$ cat src/rtl/logic_pkg.sv
// Shared opcode / function-code constants, FSM encoding and opcode decode
// for the logic-unit issue controller.
package logic_pkg;

  localparam logic [2:0] OP_AND   = 3'b000;
  localparam logic [2:0] OP_OR    = 3'b001;
  localparam logic [2:0] OP_XOR   = 3'b010;
  localparam logic [2:0] OP_NOT   = 3'b011;
  localparam logic [2:0] OP_LOADI = 3'b100;

  localparam logic [1:0] LU_AND = 2'b00;
  localparam logic [1:0] LU_OR  = 2'b01;
  localparam logic [1:0] LU_XOR = 2'b10;
  localparam logic [1:0] LU_NOT = 2'b11;

  typedef enum logic [1:0] {
    ST_IDLE = 2'b00,
    ST_EXEC = 2'b01,
    ST_RESP = 2'b10
  } state_e;

  typedef struct packed {
    logic       legal;
    logic       loadi;
    logic       not_op;
    logic [1:0] code;
  } dec_t;

  function automatic dec_t decode_op(input logic [2:0] op);
    dec_t d;
    d = '{legal: 1'b1, loadi: 1'b0, not_op: 1'b0, code: LU_AND};
    case (op)
      OP_AND:   d.code = LU_AND;
      OP_OR:    d.code = LU_OR;
      OP_XOR:   d.code = LU_XOR;
      OP_NOT: begin
        d.code   = LU_NOT;
        d.not_op = 1'b1;
      end
      OP_LOADI: d.loadi = 1'b1;
      default:  d.legal = 1'b0;
    endcase
    return d;
  endfunction

endpackage

$ cat src/rtl/logic_regfile.sv
// 4-entry register file: two asynchronous read ports, one synchronous write
// port, synchronous active-low clear of every entry.
module logic_regfile
  import logic_pkg::*;
#(
  parameter int SIZE = 8
) (
  input  logic            clk,
  input  logic            rst_n,
  input  logic [1:0]      ra_addr,
  output logic [SIZE-1:0] ra_data,
  input  logic [1:0]      rb_addr,
  output logic [SIZE-1:0] rb_data,
  input  logic            we,
  input  logic [1:0]      wa,
  input  logic [SIZE-1:0] wd
);

  logic [3:0][SIZE-1:0] mem_q;
  logic [3:0][SIZE-1:0] mem_d;

  assign ra_data = mem_q[ra_addr];
  assign rb_data = mem_q[rb_addr];

  always_comb begin
    mem_d = mem_q;
    if (we) begin
      mem_d[wa] = wd;
    end
  end

  always_ff @(posedge clk) begin
    if (!rst_n) begin
      mem_q <= '0;
    end else begin
      mem_q <= mem_d;
    end
  end

endmodule

$ cat src/rtl/logic_issue_ctrl.sv
// Issue sequencer for the external 4-function logic unit: accepts an
// instruction, executes it in one cycle against the local register file,
// then holds a result/error response until it is consumed.
module logic_issue_ctrl
  import logic_pkg::*;
#(
  parameter int SIZE  = 8,
  parameter int CNT_W = 16
) (
  input  logic             clk,
  input  logic             rst_n,
  input  logic             in_valid,
  output logic             in_ready,
  input  logic [8:0]       in_instr,
  input  logic [SIZE-1:0]  in_imm,
  output logic [SIZE-1:0]  lu_x,
  output logic [SIZE-1:0]  lu_y,
  output logic [1:0]       lu_code,
  input  logic [SIZE-1:0]  lu_out,
  output logic             out_valid,
  input  logic             out_ready,
  output logic [SIZE-1:0]  out_data,
  output logic             out_err,
  output logic [CNT_W-1:0] op_count
);

  state_e            state_q, state_d;
  logic [8:0]        instr_q, instr_d;
  logic [SIZE-1:0]   imm_q, imm_d;
  logic [SIZE-1:0]   res_data_q, res_data_d;
  logic              res_err_q, res_err_d;
  logic [CNT_W-1:0]  op_count_q, op_count_d;

  logic [1:0]        rd, rs, rt;
  logic [SIZE-1:0]   rs_data, rt_data;
  logic              rf_we;
  logic [SIZE-1:0]   rf_wd;
  dec_t              dec;

  assign rd  = instr_q[5:4];
  assign rs  = instr_q[3:2];
  assign rt  = instr_q[1:0];
  assign dec = decode_op(instr_q[8:6]);

  logic_regfile #(.SIZE(SIZE)) u_rf (
    .clk     (clk),
    .rst_n   (rst_n),
    .ra_addr (rs),
    .ra_data (rs_data),
    .rb_addr (rt),
    .rb_data (rt_data),
    .we      (rf_we),
    .wa      (rd),
    .wd      (rf_wd)
  );

  always_comb begin
    state_d    = state_q;
    instr_d    = instr_q;
    imm_d      = imm_q;
    res_data_d = res_data_q;
    res_err_d  = res_err_q;
    op_count_d = op_count_q;
    in_ready   = 1'b0;
    out_valid  = 1'b0;
    lu_x       = '0;
    lu_y       = '0;
    lu_code    = LU_AND;
    rf_we      = 1'b0;
    rf_wd      = '0;

    case (state_q)
      ST_IDLE: begin
        in_ready = 1'b1;
        if (in_valid) begin
          instr_d = in_instr;
          imm_d   = in_imm;
          state_d = ST_EXEC;
        end
      end
      ST_EXEC: begin
        // Operands are read here and written back at the same edge, so rd may alias rs/rt.
        if (dec.legal) begin
          if (dec.loadi) begin
            rf_wd = imm_q;
          end else begin
            lu_x    = rs_data;
            lu_y    = dec.not_op ? '0 : rt_data;
            lu_code = dec.code;
            rf_wd   = lu_out;
          end
          rf_we      = 1'b1;
          res_data_d = rf_wd;
          res_err_d  = 1'b0;
          op_count_d = (op_count_q == '1) ? op_count_q : op_count_q + CNT_W'(1);
        end else begin
          res_data_d = '0;
          res_err_d  = 1'b1;
        end
        state_d = ST_RESP;
      end
      ST_RESP: begin
        out_valid = 1'b1;
        if (out_ready) begin
          state_d = ST_IDLE;
        end
      end
      default: state_d = ST_IDLE;
    endcase
  end

  always_ff @(posedge clk) begin
    if (!rst_n) begin
      state_q    <= ST_IDLE;
      res_data_q <= '0;
      res_err_q  <= 1'b0;
      op_count_q <= '0;
    end else begin
      state_q    <= state_d;
      res_data_q <= res_data_d;
      res_err_q  <= res_err_d;
      op_count_q <= op_count_d;
    end
  end

  // Instruction capture is pure data and only meaningful after an accept.
  always_ff @(posedge clk) begin
    instr_q <= instr_d;
    imm_q   <= imm_d;
  end

  assign out_data = res_data_q;
  assign out_err  = res_err_q;
  assign op_count = op_count_q;

endmodule

$ cat config.mk
export PLATFORM = sky130hd
export DESIGN_NAME = logic_issue_ctrl
export DESIGN_NICKNAME = d
export VERILOG_FILES = /design/src/rtl/logic_pkg.sv /design/src/rtl/logic_regfile.sv /design/src/rtl/logic_issue_ctrl.sv
export SDC_FILE = /design/constraint.sdc
export NUM_CORES = 1
export LEC_CHECK = 0
export ABC_AREA = 1
export BUFFER_PORTS_ARGS = -buffer_cell sky130_fd_sc_hd__buf_2
export CORE_ASPECT_RATIO = 1.75
export CORE_MARGIN = 1.5
export CORE_UTILIZATION = 25
export CTS_BUF_LIST = sky130_fd_sc_hd__clkbuf_8
export CTS_CLUSTER_SIZE = 40
export DETAILED_ROUTE_END_ITERATION = 16
export PLACE_DENSITY_LB_ADDON = 0.3
export SLEW_MARGIN = 5
export SYNTH_ARGS = -nofsm -noshare
export SYNTH_HDL_FRONTEND = slang
export SYNTH_HIERARCHICAL = 1
export SYNTH_SLANG_ARGS = --single-unit
$ cat constraint.sdc
create_clock -name clk -period 2.35 [get_ports clk]
set_input_delay 0 -clock clk [delete_from_list [all_inputs] [get_ports clk]]
set_output_delay 0 -clock clk [all_outputs]
set_load 0.01 [all_outputs]
==> impl_metrics.ini <==
[worst_setup_path]
arrival_ns = 2.23
r2r_setup_slack_ns = 0.42
crit_required_ns = 2.65
start_kind = flip-flop
cp_max_fo = 8
path_class = flip-flop to flip-flop
cp-end-kind = flip-flop
reg2regPathDepth = 9

[synthesis]
yosysSeqAreaShare_pct = 42.6
synth-seq-cells = 76
yosys_warnings = 6
ys_types = 31
avgSynthCellArea_sq_um = 6.81
syn_inst = 583
synth_fp_nets = 613
synthesis.area_sq_um = 3970

[global_route]
grt_pass1_wl_mm = 19.3
grt_use_total_pct = 15.1
grt_pass1_vias = 3672
grt.overflow.total = 0
antenna_found_initial = 1
grt_max_degree = 41

[cts]
cts_resized = 0
clkSinkCount = 76
clk-insertion-delay-late_ns = 0.36
cts_tree = yes
h-tree-depth = 3
clkTransAtPathRegs_ns = 0.09
clockRootBuffer = clkbuf_8
clockBufferDepth = 2
postCtsSetupRepairBufs = 0
cts_buffers = 9

[floorplanning]
dieArea_sq_um = 16700
num_io_pins = 74
rows = 60
die_h_microns = 170
core-area_sq_um = 15500
dieWidth_microns = 98.3
initial_utilization_pct = 25.7

[timing]
max-slew-margin-rel_pct = 52.7
fin_worst_skew_ns = 0.0116
fmax_ghz = 0.518
finalSetupTns_ns = 0
fin_crit_sh_pct = 82.2
finalSetupViolCount = 0
worstMarginPinSlew_ns = 0.708
finalMaxSlewViolations = 0
report.final.hold_viol_count = 0
rsz0062_at_grt = false
period_needed_ns = 1.93

[drt]
detail_route.vias_per_cell = 4.56
first_pass_iters = 4
num_vias = 3955
ant_nets = 0
drt-total-wl_mm = 12.2
drc = 0
drt-wirelength-per-cell_microns = 14.1
drtIter0Drc = 160

[cells_and_area]
syn_to_final_growth_pct = 25.9
fillers = 1724
layout-drive-gt1-share_pct = 17.8
fin_nets = 706

[worst_hold_path]
min_path_cells = 3
hold_path.class = primary input to flip-flop

[status]
outcome = complete, no violations

[place]
port_buffers = 73
dp_hpwl_mm = 8.85
place_congestion = 0.811

[job]
max_cap_violations = 0

[power_and_ir_drop]
leakagePower_nw = 2.43
power_mw = 3.03
vdd_ir_drop_max_mv = 0.287
power.density_nw_per_um2 = 607
## flip-flops by register name (all words and copies together) (netlist names)
| register | count |
|---|---|
| u_rf/mem_q | 32 |
| instr_q | 9 |
| op_count | 16 |
| state_q | 2 |
| imm_q | 8 |
| out_data | 8 |
| out_err | 1 |
## path summary, 6_finish.rpt
path,start,end
setup / recovery,instr_q[7],u_rf/mem_q[2]
hold / removal,lu_out[1],out_data[1]
setup reg to reg,instr_q[7],u_rf/mem_q[2]
hold reg to reg,out_data[4],out_data[4]
## per-stage QoR
stage	instances	instance area, sq um	setup slack, ns	utilization, %	hold WS (ns)
after floorplan	583	3970	0.338	-	0.0989
after global placement	832	4560	0.533	29.5	0.178
after detailed placement	832	4560	0.477	29.5	0.178
after CTS	867	5000	0.332	32.3	0.0435
after global routing	868	5000	0.223	32.3	0.0821
final	868	5000	0.418	32.3	0.0583
## synth_stat cells, drive strengths merged
library cell	number	share of area, %
nand2	182	18
nor2	114	11
inv	67	6.4
dfxtp	59	30
o211ai	32	6.0
a21oi	29	3.7
nand3	23	3.3
edfxtp	17	13
clkbuf	14	1.3
o21ai	11	1.7
buf	9	1.5
nor3b	8	1.5
nand4	4	0.63
nor3	3	0.38
xor2	3	0.66
clkinv	2	0.19
xnor2	2	0.44
ha	1	0.31
nand3b	1	0.19
nor4	1	0.16
o22ai	1	0.16
## where the power goes
part	internal [mW]	switching (mW)	total (mW)	leakage, nW
clock network	0.715	0.548	1.26	0.122
registers	1.38	0.0361	1.42	0.640
logic	0.132	0.220	0.352	1.67
## cell usage in the layout, fill, tap and decap left out, types with 3 or more instances in the layout
| cell type | netlist | final |
|---|---|---|
| a21oi_1 | 29 | 29 |
| buf_2 | 6 | 73 |
| buf_4 | 1 | 13 |
| bufinv_16 | 0 | 3 |
| clkbuf_8 | 0 | 9 |
| dfxtp_1 | 59 | 59 |
| dlygate4sd3_1 | 0 | 19 |
| edfxtp_1 | 17 | 17 |
| inv_1 | 64 | 64 |
| nand2_1 | 178 | 178 |
| nand2_2 | 3 | 3 |
| nand3_1 | 20 | 20 |
| nand3_2 | 3 | 3 |
| nand4_1 | 4 | 4 |
| nor2_1 | 107 | 107 |
| nor2_2 | 6 | 6 |
| nor3b_1 | 8 | 8 |
| o211ai_1 | 32 | 32 |
| o21ai_0 | 10 | 10 |
| xor2_1 | 3 | 3 |
## critical path: stages, from the launching register on
cell and delay [ns]:
edfxtp_1 0.39, nor2_1 0.25, nand2_1 0.22, inv_1 0.20, nand2_1 0.07, a21oi_1 0.42
inv_1 0.08, nand3_1 0.10, nand2_1 0.05, nor2_1 0.10
## logic make-up after synthesis
group	share of synthesized area [%]
AO/OA/AOI/OAI	11.5
XOR/XNOR	1.10
adder cells (fa/ha/maj)	0.315
buffers and inverters	9.42
flip-flops	42.6
AND/OR/NAND/NOR	35.1
## area by class of cell
| cell class | count | area, sq um | area share, % |
|---|---|---|---|
| Timing Repair Buffer | 105 | 653 | 13.1 |
| Multi-Input combinational cell | 415 | 1910 | 38.2 |
| Antenna cell | 1 | 2.50 | 0.0501 |
| Inverter | 69 | 262 | 5.23 |
| Clock inverter | 7 | 123 | 2.45 |
| Tap cell | 186 | 233 | 4.65 |
| Sequential cell | 76 | 1690 | 33.8 |
| Clock buffer | 9 | 124 | 2.48 |
## routing by layer
metal | vias up | track usage (%) | wire length, microns
li1 | 2030 | - | -
met1 | 1815 | 15.9 | 4810
met2 | 93 | 29.2 | 6760
met3 | 17 | 2.39 | 364
met4 | 0 | 6.25 | 301
met5 | - | 0 | 0
## repair_timing
action,4_1_cts,5_1_grt
setup endpoints to repair,0,0
hold buffers,19,0
endpoints found under the hold margin,19,0
Note: power is estimated with default switching activity, not from simulation.
